$ cat config.mk
export PLATFORM = sky130hd
export DESIGN_NAME = shell_sync_qualify
export DESIGN_NICKNAME = d
export VERILOG_FILES = /design/src/rtl/shell_sync_qualify.sv
export SDC_FILE = /design/constraint.sdc
export NUM_CORES = 1
export LEC_CHECK = 0
export ABC_AREA = 0
export CORE_MARGIN = 2
export CORE_UTILIZATION = 44
export CTS_CLUSTER_DIAMETER = 200
export DETAILED_ROUTE_END_ITERATION = 8
export GPL_TIMING_DRIVEN = 0
export MAX_ROUTING_LAYER = met4
export PLACE_DENSITY = 0.77
export SYNTH_ARGS = -nofsm -noshare
export SYNTH_HDL_FRONTEND = slang
export SYNTH_SLANG_ARGS = --single-unit
$ cat constraint.sdc
create_clock -name clk -period 3.7 [get_ports clk]
set_clock_uncertainty 0.15 [all_clocks]
set_input_delay 0.74 -clock clk [delete_from_list [all_inputs] [get_ports clk]]
set_output_delay 0.74 -clock clk [all_outputs]
set_load 0.005 [all_outputs]
$ cat src/rtl/shell_sync_qualify.sv
// Stability qualifier for a multi-bit bus that has already been synchronized into clk.
// A value reaches dout only after STABLE_CYCLES identical consecutive samples.
module shell_sync_qualify #(
    parameter int WIDTH         = 32,
    parameter int STABLE_CYCLES = 4,
    parameter int GLITCH_W      = 8
) (
    input  logic                clk,
    input  logic                sclr,
    input  logic [WIDTH-1:0]    din,
    output logic [WIDTH-1:0]    dout,
    output logic                dout_valid,
    output logic                change,
    output logic [GLITCH_W-1:0] glitch_cnt
);

    localparam int                CNT_W   = $clog2(STABLE_CYCLES + 1);
    localparam logic [CNT_W-1:0]  CNT_MAX = CNT_W'(STABLE_CYCLES);

    logic [WIDTH-1:0] cand;
    logic [CNT_W-1:0] cnt;

    logic din_diff;
    logic pending;
    logic commit;
    logic glitch;

    // A candidate is only "pending" when it would actually change the qualified output.
    assign din_diff = (din != cand);
    assign pending  = (cnt != '0) && (!dout_valid || (cand != dout));
    assign commit   = pending && (cnt == CNT_MAX);
    assign glitch   = din_diff && pending && (cnt < CNT_MAX);

    // NOTE: all state uses non-blocking assignments so every update reads the pre-edge values.
    always_ff @(posedge clk) begin
        if (sclr) begin
            cand       <= '0;
            cnt        <= '0;
            dout       <= '0;
            dout_valid <= 1'b0;
            change     <= 1'b0;
            glitch_cnt <= '0;
        end else begin
            if (din_diff) begin
                cand <= din;
                cnt  <= CNT_W'(1);
            end else if (cnt != CNT_MAX) begin
                cnt <= cnt + CNT_W'(1);
            end

            // Commit uses the registered candidate, so a din move on this edge cannot block it.
            change <= commit;
            if (commit) begin
                dout       <= cand;
                dout_valid <= 1'b1;
            end

            if (glitch && (glitch_cnt != '1)) begin
                glitch_cnt <= glitch_cnt + GLITCH_W'(1);
            end
        end
    end

endmodule
=== Word level (Yosys, flattened, before mapping) ===
Index checks and enable logic that the tools add are counted.

* Bits in registers: 77
* Output and inout port bits: 42

* Add/subtract/negate cells: 2
* Order comparisons: 1
* Equality and inequality tests: 5
* Muxes and demuxes: 2
* Reduce and logical (&&, ||, !) cells: 10

{| class="wikitable"
|+ Operator list
! cell !! number
|-
| $ne A32 B32 Y1 || 2
|-
| $add A8 B1 Y8 const B || 1
|-
| $ne A8 B8 Y1 const B || 1
|-
| $logic_and A1 B1 Y1 || 5
|-
| $add A3 B1 Y3 const B || 1
|-
| $eq A3 B3 Y1 const B || 1
|-
| $lt A3 B3 Y1 const B || 1
|-
| $ne A3 B3 Y1 const B || 1
|-
| $reduce_bool A3 Y1 || 1
|-
| $mux W1 || 2
|-
| $reduce_bool A2 Y1 || 1
|-
| $reduce_or A2 Y1 || 1
|-
| $logic_not A1 Y1 || 1
|-
| $logic_or A1 B1 Y1 || 1
|}

=== Logic depth before layout (Yosys ltp) ===
Gate-level depths: netlist of run 1.

* Depth in word-level cells: 6
* Mapped depth: 8

=== Least setup slack after synthesis of run 1 ===
OpenSTA, ideal clock, no wires.

* Kind: input to register
* Start: in din[20]
* End: reg glitch_cnt[2]
* Arrival time: 1,953 ps
* Data required time: 3,429 ps
* Setup slack: 1,476 ps
* Stages: 7
* Path through: xor2_1 > nor4_1 > nand4_1 > nor2_1 > buf_4 > nor4_1 > mux2_2

* Word-level cells in the longest chain between the ends: 4

{| class="wikitable"
|+ RTL lines
! element !! RTL line !! text
|-
| start: declaration || 10 || <nowiki>input logic [WIDTH-1:0] din,</nowiki>
|-
| $ne A32 B32 Y1 || 29 || <nowiki>assign din_diff = (din != cand);</nowiki>
|-
| $logic_and A1 B1 Y1 (2 in a row) || 32 || <nowiki>assign glitch = din_diff && pending && (cnt < CNT_MAX);</nowiki>
|-
| $logic_and A1 B1 Y1 || 58 || <nowiki>if (glitch && (glitch_cnt != '1)) begin</nowiki>
|-
| end signal: assignment || 59 || <nowiki>glitch_cnt <= glitch_cnt + GLITCH_W'(1);</nowiki>
|-
| end: declaration || 14 || <nowiki>output logic [GLITCH_W-1:0] glitch_cnt</nowiki>
|}

Every way passes these cells.
A chain may end at the register's enable or synchronous reset.

=== Worst setup path after layout of run 1 ===
* Start: in din[26]
* End: reg glitch_cnt[2]

The elaborated chain is that of the path after synthesis.

==> flow_summary.ini, run 1 <==
[global_routing]
grt_max_degree = 15
first_global_vias = 2778
antenna_found_initial = 0
grt_pass1_wl_um = 13700
track_usage_pct = 21.2
grt_overflow_total = 0

[worst_setup_path]
crit_type = input pin to register
r2r_slack_ps = 1310
end_kind = register
worstReg2RegEnd = glitch_cnt[2]
crit_path_max_fanout = 10
rr_worst_depth = 7
crit_arrival_ps = 3000
required_ps = 3790
r2r_start = cand[12]
critPathLaunchType = input pin

[yosys]
synth_area_leaders = dfxtp_1 (45%), xor2_1 (9.4%), mux2i_1 (8.1%)
yosysSeqAreaShare_pct = 44.8
synth_top_area_cell = dfxtp_1
ys_seq_elements = 77
synth.cell_area_sq_um = 3440
postSynthCellCount = 354
synth.distinct_cells = 38
yosysTopAreaCellShare_pct = 44.8
synth-edff-count = 0
synthArstFlopShare_pct = 0
syn_nets = 391
synth_top_flop_cell = dfxtp_1
avgSynthCellArea_sq_um = 9.72
yosys_warnings = 0

[detailed_routing]
wirelength_um = 8570
dr.pass1.iters = 4
wl_per_cell_um = 15.7
drt_iter0_markers = 113
ant_nets = 0
viasPerCell = 5.14
vias = 2814
drc = 0

[sta]
post-route-period-util_pct = 78.4
setup_violations = 0
min_period_ps = 2900
slew_viol_final = 0
hold_slack_ps = 338
rsz0062_at_grt = no
tns_ps = 0
finalHoldViolCount = 0
worst_pin_slew_ps = 739
slew_headroom_pct = 50.3
max_freq_ghz = 0.345

[layout]
n_antenna_cell = 0
final_nets = 477
areaGrowthSynthToFinish_pct = 30.6
fin_util_pct = 58.8
drive_above_1_share_pct = 6.52

[power]
vdd_ir_drop_max_mv = 0.206
combinationalPowerShare_pct = 9.7
intPower_uw = 1180
power.switching_uw = 428
p_sw_share_pct = 26.6
p_per_area_nw_per_um2 = 357
power_frac_clock_pct = 35.9
power_leakage_uw = 0.00161
p_seq_share_pct = 54.3

[hold_path]
holdPathStages = 2
min-delay-path-class = register to register
worstHoldEndpoint = cnt[1]
hold_start = cnt[1]

[clock_network]
insertion_delay_ps = 350
cts.clk_slew.worst_paths_ps = 80
cts_buffers = 9
h-tree-depth = 3
holdBufCountCts = 0
root_buffer = clkbuf_8
cts_tree = built
cts_buffer_depth = 2
cts.sinks = 77
post_cts_resize_count = 0
post-cts-setup-buffers = 0

[run]
maxCapViolations = 0

[die]
die_h_um = 92.4
ios = 76
core_area_sq_um = 7650
start_util_pct = 45.0
die_width_um = 92.4
rows = 32
dieArea_sq_um = 8550

[place]
port_buffers = 75
gp_congestion = 0.892
hpwl_um = 6540

[status]
status = finished clean
flip-flops by register name, indices dropped and copies added, names as in the netlist:
signal and flops:
cand 32, change 1, cnt 3, dout 32
dout_valid 1, glitch_cnt 8
final cells by class:
| type | instances | area (sq um) |
|---|---|---|
| well taps | 102 | 128 |
| plain buffers | 14 | 76.3 |
| clock inverters | 7 | 51.3 |
| repair buffers | 75 | 751 |
| fillers | 659 | 3150 |
| flip-flops and latches | 77 | 1540 |
| multi-input cells | 259 | 1810 |
| clock buffers | 9 | 124 |
| inverters | 4 | 15.0 |
layout by cell type (no fill, tap or decap), types with 3 or more instances in the layout:
| master | n |
|---|---|
| clkbuf_8 | 9 |
| clkdlybuf4s50_1 | 75 |
| nand2_1 | 16 |
| nand4_1 | 15 |
| nor2_1 | 35 |
| ha_1 | 3 |
| nor3_1 | 5 |
| buf_4 | 6 |
| nand3_1 | 3 |
| mux2i_1 | 28 |
| or2_1 | 3 |
| xor2_1 | 37 |
| clkbuf_1 | 7 |
| inv_1 | 4 |
| nor4_1 | 14 |
| a21oi_1 | 10 |
| xnor2_1 | 28 |
| dfxtp_1 | 77 |
| nor2b_1 | 35 |
synth_stat cells (3+ instances only):
| library cell | n |
|---|---|
| a21oi_1 | 10 |
| buf_4 | 6 |
| clkbuf_1 | 7 |
| dfxtp_1 | 77 |
| ha_1 | 3 |
| inv_1 | 4 |
| mux2i_1 | 28 |
| nand2_1 | 16 |
| nand3_1 | 3 |
| nand4_1 | 15 |
| nor2_1 | 35 |
| nor2b_1 | 35 |
| nor3_1 | 5 |
| nor4_1 | 14 |
| or2_1 | 3 |
| xnor2_1 | 28 |
| xor2_1 | 37 |
how the worst max path moves through the flow:
stage / from / endpoint / slack, ps / cells past startpoint
floorplan: din[20] / glitch_cnt[2] / 1480 / 7
global placement: din[12] / glitch_cnt[2] / 480 / 8
detailed placement: din[12] / glitch_cnt[2] / 510 / 8
CTS: din[12] / glitch_cnt[2] / 870 / 8
global route: din[26] / glitch_cnt[2] / 690 / 8
finish: din[26] / glitch_cnt[2] / 800 / 8
power by group through the flow:
stage | clock (uW) | combinational [uW] | sequential, uW
4_1_cts | 577 | 157 | 873
3_5_place_dp | 0 | 156 | 893
6_report | 577 | 156 | 873
3_3_place_gp | 0 | 152 | 891
5_1_grt | 615 | 170 | 877
2_1_floorplan | 0 | 82.4 | 888
worst max-delay path, stage by stage:
cell and delay (ps):
clkdlybuf4s50_1 470, xor2_1 170, nor4_1 480, nand4_1 260, nor2_1 280, buf_4 230
nor4_1 70, mux2_2 290
per-stage QoR:
stage,setup slack (ps),instances,total power (uW),instance area (sq um)
6_report,798,547,1610,4500
3_3_place_gp,482,531,1040,4320
2_1_floorplan,1480,354,970,3440
4_1_cts,872,547,1610,4500
3_5_place_dp,507,531,1050,4320
5_1_grt,687,547,1660,4500
metal layers:
layer	up-vias	track usage, %	share of wire [%]
met5	-	-	0
met4	0	6.34	1.6
met3	12	5.29	4.8
met2	78	35.0	49
met1	1347	25.9	44
li1	1377	-	-
cells by family after synthesis:
| group | share of synthesized area [%] |
|---|---|
| buf+inv | 2.65 |
| mux | 8.80 |
| fa+ha+maj | 1.09 |
| simple gates | 22.8 |
| compound gates | 3.34 |
| flops | 44.8 |
| xor+xnor | 16.5 |
Note: power is estimated with default switching activity, not from simulation.
==> run 2, diff against run 1 <==
- clock period: 3.7 -> 2.8 ns (I/O delays scaled with it)
==> flow_summary.ini, run 2 (synthesized netlist as in run 1, its figures left out) <==
[status]
status = finished clean

[global_routing]
antenna_found_initial = 0
grt_pass1_wl_um = 13700
grt_overflow_total = 0
first_global_vias = 2778
track_usage_pct = 21.2
grt_max_degree = 15

[detailed_routing]
wl_met2_um = 4260
dr.pass1.iters = 4
highest_layer = met4
drt_iter0_markers = 139
ant_nets = 0
m1WireLength_um = 3810
wl_met3_um = 403
viasPerCell = 5.14
wirelength_um = 8620
drc = 0
wl_per_cell_um = 15.8
vias = 2811

[worst_setup_path]
required_ps = 2900
path_delay_family = simple AND/OR/NAND/NOR gates
crit_path_end = glitch_cnt[2]
max_stage_delay_ps = 520
r2r_start = cand[12]
cp.depth = 8
worstReg2RegEnd = glitch_cnt[2]
rr_worst_depth = 7
cpMaxStageDelayCell = nor4_1
crit_buf_inv = 2
end_kind = register
startpoint = din[12]
crit_type = input pin to register
crit_path_max_fanout = 10
r2r_slack_ps = 410
crit_top_cell = nor4_1
critPathLaunchType = input pin
path_cells = clkdlybuf4s50_1 -> xor2_1 -> nor4_1 -> nand4_1 -> nor2_1 -> buf_4 -> nor4_1 -> mux2_2
crit_arrival_ps = 2790

[sta]
setup_violations = 0
rsz0062_at_grt = no
post-route-period-util_pct = 96.0
setup_slack_ps = 111
slew_headroom_pct = 49.8
max_freq_ghz = 0.372
finalHoldViolCount = 0
min_period_ps = 2690
slew_viol_final = 0
worst_pin_slew_ps = 747

[clock_network]
cts.clk_slew.worst_paths_ps = 80
cts_tree = built
h-tree-depth = 3
cts.sinks = 77
holdBufCountCts = 0
cts_buffer_depth = 2
root_buffer = clkbuf_8
insertion_delay_ps = 360
cts_buffers = 9
post-cts-setup-buffers = 0

[power]
power_leakage_uw = 0.00161
p_per_area_nw_per_um2 = 473
fin_total_pwr_uw = 2130
vdd_ir_drop_max_mv = 0.273

[run]
maxCapViolations = 0

[die]
start_util_pct = 45.0
die_h_um = 92.4
core_area_sq_um = 7650
dieArea_sq_um = 8550
die_width_um = 92.4
rows = 32
ios = 76

[layout]
final_common_cell = dfxtp_1
stdcell_area_sq_um = 4500
top_regs = cand: 32 flops, dout: 32 flops, glitch_cnt: 8 flops
fin_util_pct = 58.9
n_antenna_cell = 0
final_cell_mix = dfxtp_1 (77), clkdlybuf4s50_1 (75), xor2_1 (37), nor2b_1 (35), nor2_1 (35)
areaGrowthSynthToFinish_pct = 30.8
drive_above_1_share_pct = 6.74
final_nets = 477

[place]
placed_cell_area_sq_um = 4320
hpwl_um = 6540
port_buffers = 75
dpl_worst_slack_ps = -213
gp_congestion = 0.892

[hold_path]
min-delay-path-class = register to register
## run 2: worst register-to-register path, delay by kind of cell (launching register included)
family	cells	cell delay [ps]
simple gates	4	1120
flops	1	340
mux	1	290
buf+inv	1	230
xor+xnor	1	160
## run 2: final cells by class
| class | count | area, sq um |
|---|---|---|
| well taps | 102 | 128 |
| multi-input cells | 259 | 1820 |
| flip-flops and latches | 77 | 1540 |
| repair buffers | 75 | 751 |
| clock buffers | 9 | 124 |
| plain buffers | 14 | 76.3 |
| fillers | 660 | 3150 |
| clock inverters | 7 | 51.3 |
| inverters | 4 | 15.0 |
## run 2: worst min-delay path by stage
stage | start | end | slack [ps] | depth (start not counted)
2_1_floorplan | cnt[1] | cnt[1] | 310 | 2
3_3_place_gp | cnt[1] | cnt[1] | 320 | 2
3_5_place_dp | cnt[1] | cnt[1] | 330 | 2
4_1_cts | cnt[1] | cnt[1] | 340 | 2
5_1_grt | cand[27] | dout[27] | 370 | 2
6_report | cnt[1] | cnt[1] | 340 | 2
## run 2: routing by layer
metal / track usage (%) / up-vias
met4: 6.34 / 0
met5: - / -
met3: 5.29 / 14
met2: 35.0 / 79
li1: - / 1377
met1: 25.9 / 1341
## run 2: metrics by stage
step                setup TNS, ps  hold WS [ps]  cells
finish                          0           338    547
global route                    0           368    547
CTS                             0           344    547
detailed placement           -441           334    531
global placement             -544           319    531
floorplan                       0           308    354
## run 2: where the power goes
group	internal (uW)	switching, uW	leakage, uW
clock	324	442	0.0000856
sequential	1120	31.3	0.000630
combinational	111	97.0	0.000898
## run 2: timing repair
| action | 4_1_cts | 5_1_grt |
|---|---|---|
| gates resized for setup | 0 | 1 |
| hold endpoints to repair | 0 | 0 |
| endpoints found under the setup margin | 0 | 1 |
==> run 3, diff against run 2 <==
- SKIP_CTS_REPAIR_TIMING: default -> 1
==> results of run 3 <==
The final DEF is identical to that of run 2; final timing and power are the same.
